--- config.mk ---
export PLATFORM = sky130hd
export DESIGN_NAME = sram_frame_scheduler
export DESIGN_NICKNAME = d
export VERILOG_FILES = /design/src/rtl/sram_frame_scheduler.sv
export SDC_FILE = /design/constraint.sdc
export NUM_CORES = 1
export LEC_CHECK = 0
export ABC_CLOCK_PERIOD_IN_PS = 2400
export BUFFER_PORTS_ARGS = -buffer_cell sky130_fd_sc_hd__buf_2
export CAP_MARGIN = 10
export CORE_MARGIN = 5
export CORE_UTILIZATION = 52
export DETAILED_ROUTE_END_ITERATION = 12
export GPL_ROUTABILITY_DRIVEN = 0
export PLACE_DENSITY_LB_ADDON = 0.3
export RECOVER_POWER = 100
export SYNTH_ARGS = -nofsm -noshare
export SYNTH_HDL_FRONTEND = slang
export SYNTH_SLANG_ARGS = --single-unit
export TNS_END_PERCENT = 5
--- constraint.sdc ---
create_clock -name clk -period 2.4 [get_ports clk]
set_input_delay 0.24 -clock clk [delete_from_list [all_inputs] [get_ports clk]]
set_output_delay 0.24 -clock clk [all_outputs]
set_load 0.02 [all_outputs]
--- src/rtl/sram_frame_scheduler.sv ---
// rtl/sram_frame_scheduler.sv - LED frame buffer controller: host port on SRAM port 0, prefetching frame readout on port 1
module sram_frame_scheduler #(
    parameter int ASIZE      = 8,
    parameter int DSIZE      = 24,
    parameter int FIFO_DEPTH = 4
) (
    input  logic             clk,
    input  logic             rst,
    input  logic             host_req,
    input  logic             host_we,
    input  logic [ASIZE-1:0] host_addr,
    input  logic [DSIZE-1:0] host_wdata,
    output logic             host_ack,
    output logic [DSIZE-1:0] host_rdata,
    input  logic             start,
    input  logic [ASIZE-1:0] base_addr,
    input  logic [ASIZE:0]   length,
    output logic             busy,
    output logic             done,
    output logic             pix_valid,
    input  logic             pix_ready,
    output logic [DSIZE-1:0] pix_data,
    output logic             pix_last,
    output logic             sram_cs0_n,
    output logic             sram_we0_n,
    output logic [ASIZE-1:0] sram_addr0,
    output logic [DSIZE-1:0] sram_wdata0,
    input  logic [DSIZE-1:0] sram_rdata0,
    output logic             sram_cs1_n,
    output logic [ASIZE-1:0] sram_addr1,
    input  logic [DSIZE-1:0] sram_rdata1
);
    localparam int PW = $clog2(FIFO_DEPTH);

    typedef enum logic [1:0] {H_IDLE, H_W1, H_W2} host_state_t;
    typedef enum logic [1:0] {F_IDLE, F_RUN, F_DRAIN} frame_state_t;

    host_state_t  host_q, host_d;
    frame_state_t frame_q, frame_d;

    logic [ASIZE-1:0] base_q;
    logic [ASIZE:0]   len_q;
    logic [ASIZE:0]   idx_q;
    logic             zero_done_q;
    logic [1:0]       infl_v_q;
    logic [1:0]       infl_last_q;
    logic [DSIZE-1:0] fifo_data [FIFO_DEPTH];
    logic             fifo_last [FIFO_DEPTH];
    logic [PW-1:0]    wr_ptr_q, rd_ptr_q;
    logic [PW:0]      count_q;

    logic       start_ok, issue, issue_last, push, pop, drain_empty, credit_ok;
    logic [1:0] inflight_cnt;

    always_ff @(posedge clk or posedge rst) begin
        if (rst) host_q <= H_IDLE;
        else     host_q <= host_d;
    end

    always_comb begin
        host_d      = host_q;
        sram_cs0_n  = 1'b1;
        sram_we0_n  = 1'b1;
        sram_addr0  = '0;
        sram_wdata0 = '0;
        host_ack    = 1'b0;
        host_rdata  = '0;
        case (host_q)
            H_IDLE: begin
                if (host_req) begin
                    sram_cs0_n  = 1'b0;
                    sram_we0_n  = ~host_we;
                    sram_addr0  = host_addr;
                    sram_wdata0 = host_wdata;
                    host_d      = H_W1;
                end
            end
            H_W1: host_d = H_W2;
            H_W2: begin
                host_ack   = 1'b1;
                host_rdata = sram_rdata0;
                host_d     = H_IDLE;
            end
            default: host_d = H_IDLE;
        endcase
    end

    // Credits count both FIFO entries and reads still in the SRAM pipeline.
    assign inflight_cnt = {1'b0, infl_v_q[0]} + {1'b0, infl_v_q[1]};
    assign credit_ok    = (count_q + {1'b0, inflight_cnt}) < (PW+1)'(FIFO_DEPTH);
    assign start_ok     = start && (frame_q == F_IDLE);
    assign issue        = (frame_q == F_RUN) && credit_ok;
    assign issue_last   = (idx_q == len_q - (ASIZE+1)'(1));
    assign push         = infl_v_q[1];
    assign pix_valid    = (count_q != '0);
    assign pop          = pix_valid && pix_ready;
    assign drain_empty  = (count_q == '0) && (infl_v_q == 2'b00);

    always_ff @(posedge clk or posedge rst) begin
        if (rst) frame_q <= F_IDLE;
        else     frame_q <= frame_d;
    end

    always_comb begin
        frame_d = frame_q;
        case (frame_q)
            F_IDLE:  if (start_ok && (length != '0)) frame_d = F_RUN;
            F_RUN:   if (issue && issue_last) frame_d = F_DRAIN;
            F_DRAIN: if (drain_empty) frame_d = F_IDLE;
            default: frame_d = F_IDLE;
        endcase
    end

    assign done       = zero_done_q || ((frame_q == F_DRAIN) && drain_empty);
    assign busy       = (frame_q == F_RUN) || ((frame_q == F_DRAIN) && !drain_empty);
    assign sram_cs1_n = ~issue;
    assign sram_addr1 = issue ? (base_q + idx_q[ASIZE-1:0]) : '0;
    assign pix_data   = pix_valid ? fifo_data[rd_ptr_q] : '0;
    assign pix_last   = pix_valid ? fifo_last[rd_ptr_q] : 1'b0;

    always_ff @(posedge clk or posedge rst) begin
        if (rst) begin
            base_q      <= '0;
            len_q       <= '0;
            idx_q       <= '0;
            zero_done_q <= 1'b0;
            infl_v_q    <= '0;
            infl_last_q <= '0;
            wr_ptr_q    <= '0;
            rd_ptr_q    <= '0;
            count_q     <= '0;
        end else begin
            zero_done_q <= start_ok && (length == '0);
            if (start_ok) begin
                base_q <= base_addr;
                len_q  <= length;
                idx_q  <= '0;
            end else if (issue) begin
                idx_q <= idx_q + (ASIZE+1)'(1);
            end
            infl_v_q    <= {infl_v_q[0], issue};
            infl_last_q <= {infl_last_q[0], issue && issue_last};
            if (push) wr_ptr_q <= wr_ptr_q + 1'b1;
            if (pop)  rd_ptr_q <= rd_ptr_q + 1'b1;
            case ({push, pop})
                2'b10:   count_q <= count_q + 1'b1;
                2'b01:   count_q <= count_q - 1'b1;
                default: count_q <= count_q;
            endcase
        end
    end

    // Storage needs no reset: outputs are gated by the count.
    always_ff @(posedge clk) begin
        if (push) begin
            fifo_data[wr_ptr_q] <= sram_rdata1;
            fifo_last[wr_ptr_q] <= infl_last_q[1];
        end
    end
endmodule
==> results.cfg, run 1 <==
[outcome]
status = finished with violations
violations = setup timing

[hold_path]
hold_path_class = primary input to register

[detailed_routing]
dr.pass1.iters = 4
drcViolationCount = 0
finalWirelength_um = 15000
vias = 4561
ant_nets = 0
vias_per_cell = 5.24
wl_per_cell_um = 17.2
drt_iter0_drc = 239

[worst_setup_path]
max_stage_delay_ps = 380
crit_slowest_cell = dfrtp_1
r2r_slack_ps = 170
cp_max_fo = 2
worst_r2r_path_depth = 7
arrival_ps = 2280
r2r-end = idx_q[8]$_DFFE_PP0P_
path_cells = ha_2 -> fa_2 -> a21o_1 -> a21oi_2 -> o21bai_1 -> a21oi_1 -> mux2i_1 -> buf_4
critPathRequiredTime_ps = 2160
r2r-start = count_q[0]$_DFFE_PP0P_
cp-startpoint = base_q[0]$_DFFE_PP0P_
endpoint = sram_addr1[6]
endpoint_kind = output port
crit_type = register to output port
setup.worst_path.start_class = register

[placement]
io_buffers = 198
dp_slack_ps = 130
hpwlAfterDp_um = 10900

[floorplanning]
start_util = 0.529
die_y_um = 123
die_x_um = 123
rows = 41
io_pins = 199
coreArea_mm2 = 0.0126
dieArea_mm2 = 0.0152

[clock_network]
clockBufferDepth = 2
h-tree-depth = 4
clkSinkCount = 142
cts_made_buffers = 17
worst_skew_pair.late_latency_ps = 410
cts_tree = built
path_clk_slew_ps = 60
cts-root-buf = clkbuf_16

[power]
leakagePower_nw = 3.44
power.density_cell_area_mw_per_mm2 = 1350
ir_drop_mv = 0.771

[grt]
antenna_found_initial = 1
grt_pass1_wl_um = 23500
grt_max_degree = 43
grt_pass1_vias = 4777
grt_usage = 0.203
grt_overflow_total = 0

[final_layout]
area_delta_synth_final_pct = 27.3
fin_nets = 805
drive_above_1_share = 0.350

[yosys]
syn_inst = 470
synth_edf_count = 100
synth_compound_area_frac = 0.0459
yosysTopAreaCellShare = 0.450
synth_flop_cell = edfxtp_1
synth_xor_area_frac = 0.0341
synth_seq_cells = 142
syn_nets = 590
yosys_warnings = 0
seq_area_frac_synth = 0.607
synth.area.mux_share = 0.114
synth-adder-area-share = 0.0341
synth_top_family_by_area = simple AND/OR/NAND/NOR gates
synth.distinct_cells = 51
yosysTopAreaCell = edfxtp_1
synthSimpleGateAreaFrac = 0.140
syn_area_mm2 = 0.00668
synth_area_leaders = edfxtp_1, dfrtp_1, mux4_2, and2_1, ha_1
async_flop_share = 0.296
avgSynthCellArea_um2 = 14.2

[timing]
skew_ps = 10.5
timing.final.crit_period_ps = 2520
finalHoldViolations = 0
drv_slew = 0
relSlewSlack = 0.298
fmax_ghz = 0.397
tightestPinTransition_ps = 1050
whs_ps = 54.7
finalCritPeriodShare = 1.05
rsz0062_at_grt = yes
fin_ws_ps = -121
tns_ps = -211
setup_viol = 3

[job]
maxCapViolations = 0
timing repair:
| item | in CTS | in global routing |
|---|---|---|
| setup endpoints to repair | 7 | 17 |
| endpoints found under the hold margin | 42 | 0 |
| setup buffers | 4 | 0 |
| gates cloned | 1 | 0 |
| pin swaps | 5 | 4 |
| resized for setup | 14 | 25 |
| hold buffers | 1 | 0 |
final cells by class:
type / count / area [µm²]
diodes: 1 / 2.50
clock buffers: 17 / 425
clock inverters: 14 / 120
fillers: 948 / 4120
inverters: 16 / 62.6
multi-input cells: 291 / 2530
flip-flops and latches: 142 / 4060
well taps: 172 / 215
repair buffers: 217 / 1080
routing by layer:
metal,GRT usage,vias to the layer above,part of all wire
met5,0,-,0
met4,0.0796,0,0.019
met3,0.0613,18,0.067
met2,0.341,189,0.53
met1,0.247,2213,0.38
li1,-,2141,-
synth_stat cells, types with 2 or more instances:
| cell | number |
|---|---|
| buf_6 | 2 |
| nand2_1 | 17 |
| nor3b_1 | 3 |
| mux2i_1 | 3 |
| a21oi_1 | 11 |
| nand3_1 | 4 |
| nor2_1 | 17 |
| and3_1 | 2 |
| xnor2_1 | 16 |
| dfrtp_1 | 42 |
| and2_1 | 88 |
| xor2_1 | 10 |
| nor2b_1 | 6 |
| a31oi_1 | 4 |
| a211oi_1 | 2 |
| nor3_1 | 5 |
| nand4_1 | 2 |
| a2111oi_1 | 3 |
| mux2_2 | 15 |
| nand2b_1 | 5 |
| ha_1 | 15 |
| edfxtp_1 | 100 |
| o21ai_0 | 8 |
| buf_2 | 3 |
| inv_1 | 16 |
| clkbuf_1 | 15 |
| fa_1 | 2 |
| a21o_1 | 5 |
| or3_1 | 3 |
| mux4_2 | 25 |
how the worst min path moves through the flow:
stage / start / endpoint / slack, ps / cells past startpoint
finish: length[1] / len_q[1]$_DFFE_PP0P_ / 50 / 3
global placement: infl_last_q[0]$_DFF_PP0_ / infl_last_q[1]$_DFF_PP0_ / 340 / 0
CTS: sram_rdata1[22] / fifo_data[2][22]$_DFFE_PP_ / 30 / 1
global route: base_addr[0] / base_q[0]$_DFFE_PP0P_ / 50 / 2
floorplan: infl_last_q[0]$_DFF_PP0_ / infl_last_q[1]$_DFF_PP0_ / 330 / 0
detailed placement: infl_last_q[0]$_DFF_PP0_ / infl_last_q[1]$_DFF_PP0_ / 340 / 0
power breakdown:
group / total, W / switching (W) / internal [W] / leakage, nW
sequential: 0.00394 / 0.000522 / 0.00341 / 1.43
clock: 0.00238 / 0.000964 / 0.00142 / 0.263
combinational: 0.00520 / 0.00285 / 0.00235 / 1.75
worst max-delay path, delay by kind of cell (launching register included):
family                     cells  cell delay, ps
muxes                          1             210
AOI/OAI and AO/OA              4             570
adders and majority gates      2             550
DFF                            1             380
buffers and inverters          1             170
kinds of logic (layout without fill, tap and decap cells):
| logic type | Yosys count | after routing |
|---|---|---|
| compound gates | 43 | 43 |
| xor+xnor | 26 | 26 |
| simple gates | 161 | 162 |
| flops | 142 | 142 |
| buf+inv | 38 | 264 |
| fa+ha+maj | 17 | 17 |
| other cells | 0 | 1 |
| mux | 43 | 43 |
through the flow:
| stage | utilization | instance area [µm²] | cells | power, W |
|---|---|---|---|---|
| floorplan | - | 6680 | 470 | 0.00742 |
| global placement | 0.628 | 7920 | 832 | 0.00865 |
| detailed placement | 0.628 | 7920 | 832 | 0.00881 |
| CTS | 0.678 | 8560 | 869 | 0.0114 |
| global route | 0.674 | 8500 | 870 | 0.0123 |
| finish | 0.674 | 8500 | 870 | 0.0115 |
placed cells by master, fill, tap and decap left out, types with 6 or more instances in the layout:
| cell type | netlist | routed |
|---|---|---|
| edfxtp_1 | 100 | 100 |
| mux4_2 | 25 | 25 |
| nand2_1 | 17 | 17 |
| nor2_1 | 17 | 15 |
| buf_4 | 1 | 12 |
| o21ai_0 | 8 | 8 |
| a21oi_1 | 11 | 8 |
| and2_1 | 88 | 52 |
| nor2b_1 | 6 | 6 |
| clkbuf_16 | 0 | 17 |
| xor2_1 | 10 | 10 |
| buf_2 | 3 | 118 |
| xnor2_1 | 16 | 15 |
| inv_1 | 16 | 15 |
| and2_0 | 0 | 34 |
| dfrtp_1 | 42 | 37 |
| ha_1 | 15 | 12 |
| mux2_2 | 15 | 15 |
| clkbuf_1 | 15 | 66 |
| clkbuf_2 | 0 | 14 |
registers in the layout, summed over array words and instances (netlist names):
signal       count
rd_ptr_q         2
zero_done_q      1
fifo_last        4
len_q            9
frame_q          2
infl_v_q         2
count_q          3
wr_ptr_q         2
fifo_data       96
base_q           8
host_q           2
idx_q            9
infl_last_q      2
(Power assumes the default switching activity.)
==> inputs of run 2 (changes only) <==
==> constraint.sdc (replaced) <==
create_clock -name clk -period 2.4 [get_ports clk]
set_input_delay 0.12 -clock clk [delete_from_list [all_inputs] [get_ports clk]]
set_output_delay 0.12 -clock clk [all_outputs]
set_load 0.02 [all_outputs]
==> results.cfg, run 2 (same netlist as run 1, synthesis figures left out) <==
[floorplanning]
coreArea_mm2 = 0.0126
die_y_um = 123
die_x_um = 123
io_pins = 199
dieArea_mm2 = 0.0152
start_util = 0.529
rows = 41

[power]
combPwrFrac = 0.439
p_int_w = 0.00716
power.density_cell_area_mw_per_mm2 = 1290
seq_power_share = 0.342
ir_drop_mv = 0.580
leakagePower_nw = 3.68
power_frac_clock = 0.219
p_switching_w = 0.00431
swShare = 0.376

[timing]
tightestPinTransition_ps = 1070
timing.final.crit_period_ps = 2450
finalHoldViolations = 0
tns_ps = -47.8
fin_ws_ps = -47.8
skew_ps = 10.7
fmax_ghz = 0.409
setup_viol = 1
finalCritPeriodShare = 1.02
drv_slew = 0
rsz0062_at_grt = yes
relSlewSlack = 0.284

[worst_setup_path]
crit_type = register to output port
crit_slowest_cell = dfrtp_2
arrival_ps = 2330
max_stage_delay_ps = 420
cp_max_fo = 2
setup.worst_path.start_class = register
path_cells = ha_4 -> fa_2 -> a21o_1 -> a21oi_2 -> o21bai_1 -> a21oi_1 -> mux2i_1 -> buf_4
critPathRequiredTime_ps = 2280
endpoint_kind = output port

[clock_network]
clockBufferDepth = 2
cts_tree = built
clkSinkCount = 142
path_clk_slew_ps = 60
cts-root-buf = clkbuf_16
worst_skew_pair.late_latency_ps = 420
cts_made_buffers = 17
h-tree-depth = 4

[detailed_routing]
finalWirelength_um = 16000
vias_per_cell = 5.20
ant_nets = 0
dr.pass1.iters = 4
drt_iter0_drc = 177
wl_per_cell_um = 17.6
drcViolationCount = 0
vias = 4752

[placement]
hpwlAfterDp_um = 11100
postPlaceCellArea_mm2 = 0.00794
io_buffers = 198

[grt]
grt_pass1_wl_um = 25200
grt_max_degree = 43
grt_overflow_total = 0
grt_util_met2 = 0.396
grt_pass1_vias = 5024
use_met1 = 0.253
antenna_found_initial = 1
busiest_layer = met2
grt_use_met3 = 0.0572
grt_usage = 0.220

[final_layout]
area_delta_synth_final_pct = 33.3
final_cell_mix = buf_2, edfxtp_1, and2_1
seq_area_mm2 = 0.00406
multiInputGateArea_mm2 = 0.00249
largest_reg_flops = 96
fin_nets = 848
design_area_mm2 = 0.00890
max_flop_register = fifo_data
drive_above_1_share = 0.345
finish.utilization = 0.706
final_common_cell = buf_2
n_fill_cell = 901
reg_top3 = fifo_data x96, idx_q x9, len_q x9

[hold_path]
hold_path_class = primary input to register

[job]
maxCapViolations = 0

[outcome]
violations = setup timing
status = finished with violations
-- run 2: repair_timing --
item                                   CTS  global route
endpoints found under the hold margin  155             0
gates resized for setup                  9             3
hold buffers                            42             0
setup endpoints to repair                6             7
pin swaps                                4             1
gates cloned                             1             0
setup buffers                            6             0
-- run 2: final cells by class --
cell class / count / area share
tap: 172 / 0.0242
clock inverter: 13 / 0.0162
timing repair buffer: 260 / 0.167
multi-input combinational: 290 / 0.280
clock buffer: 19 / 0.0486
inverter: 16 / 0.00717
antenna: 1 / 0.000281
sequential: 142 / 0.456
timing repair inverter: 1 / 0.000562
-- run 2: worst paths after layout --
| path | from | endpoint | slack [ps] | depth (start not counted) |
|---|---|---|---|---|
| worst max-delay path | idx_q[0]$_DFFE_PP0P_ | sram_addr1[6] | -50 | 8 |
| worst min-delay path | pix_ready | rd_ptr_q[0]$_DFFE_PP0P_ | 120 | 3 |
| worst max register to register | count_q[0]$_DFFE_PP0P_ | idx_q[7]$_DFFE_PP0P_ | 140 | 7 |
| worst min register to register | infl_last_q[0]$_DFF_PP0_ | infl_last_q[1]$_DFF_PP0_ | 340 | 0 |
| max in group asynchronous | rst | rd_ptr_q[0]$_DFFE_PP0P_ | 1060 | 4 |
| min in group asynchronous | rst | base_q[3]$_DFFE_PP0P_ | 610 | 4 |
-- run 2: metrics by stage --
stage                     hold slack, ps  total power, W  std cells  worst slack [ps]
after floorplan                      219         0.00742        470               164
after global placement               276         0.00865        832               202
after detailed placement             287         0.00883        832              95.1
after CTS                           63.3          0.0116        913             -51.1
after global routing                 133          0.0122        914              -207
final                                122          0.0115        914             -47.8
-- run 2: critical path, delay by kind of cell (launching register included) --
kind / cells / cell delay [ps]
compound gates: 4 / 570
mux: 1 / 230
buf+inv: 1 / 170
fa+ha+maj: 2 / 520
flops: 1 / 420
-- run 2: power groups by stage --
| stage | registers (W) | clock network [W] | logic (W) |
|---|---|---|---|
| 4_1_cts | 0.00391 | 0.00256 | 0.00517 |
| 3_5_place_dp | 0.00395 | 0 | 0.00487 |
| 2_1_floorplan | 0.00373 | 0 | 0.00369 |
| 6_report | 0.00392 | 0.00251 | 0.00504 |
| 3_3_place_gp | 0.00390 | 0 | 0.00475 |
| 5_1_grt | 0.00400 | 0.00268 | 0.00552 |
-- run 2: per-layer routing --
metal	share of wire	vias up	wire length, µm
met5	0	-	0
met4	0.020	0	316
met3	0.054	22	864
met2	0.54	168	8600
met1	0.39	2333	6270
li1	-	2229	-
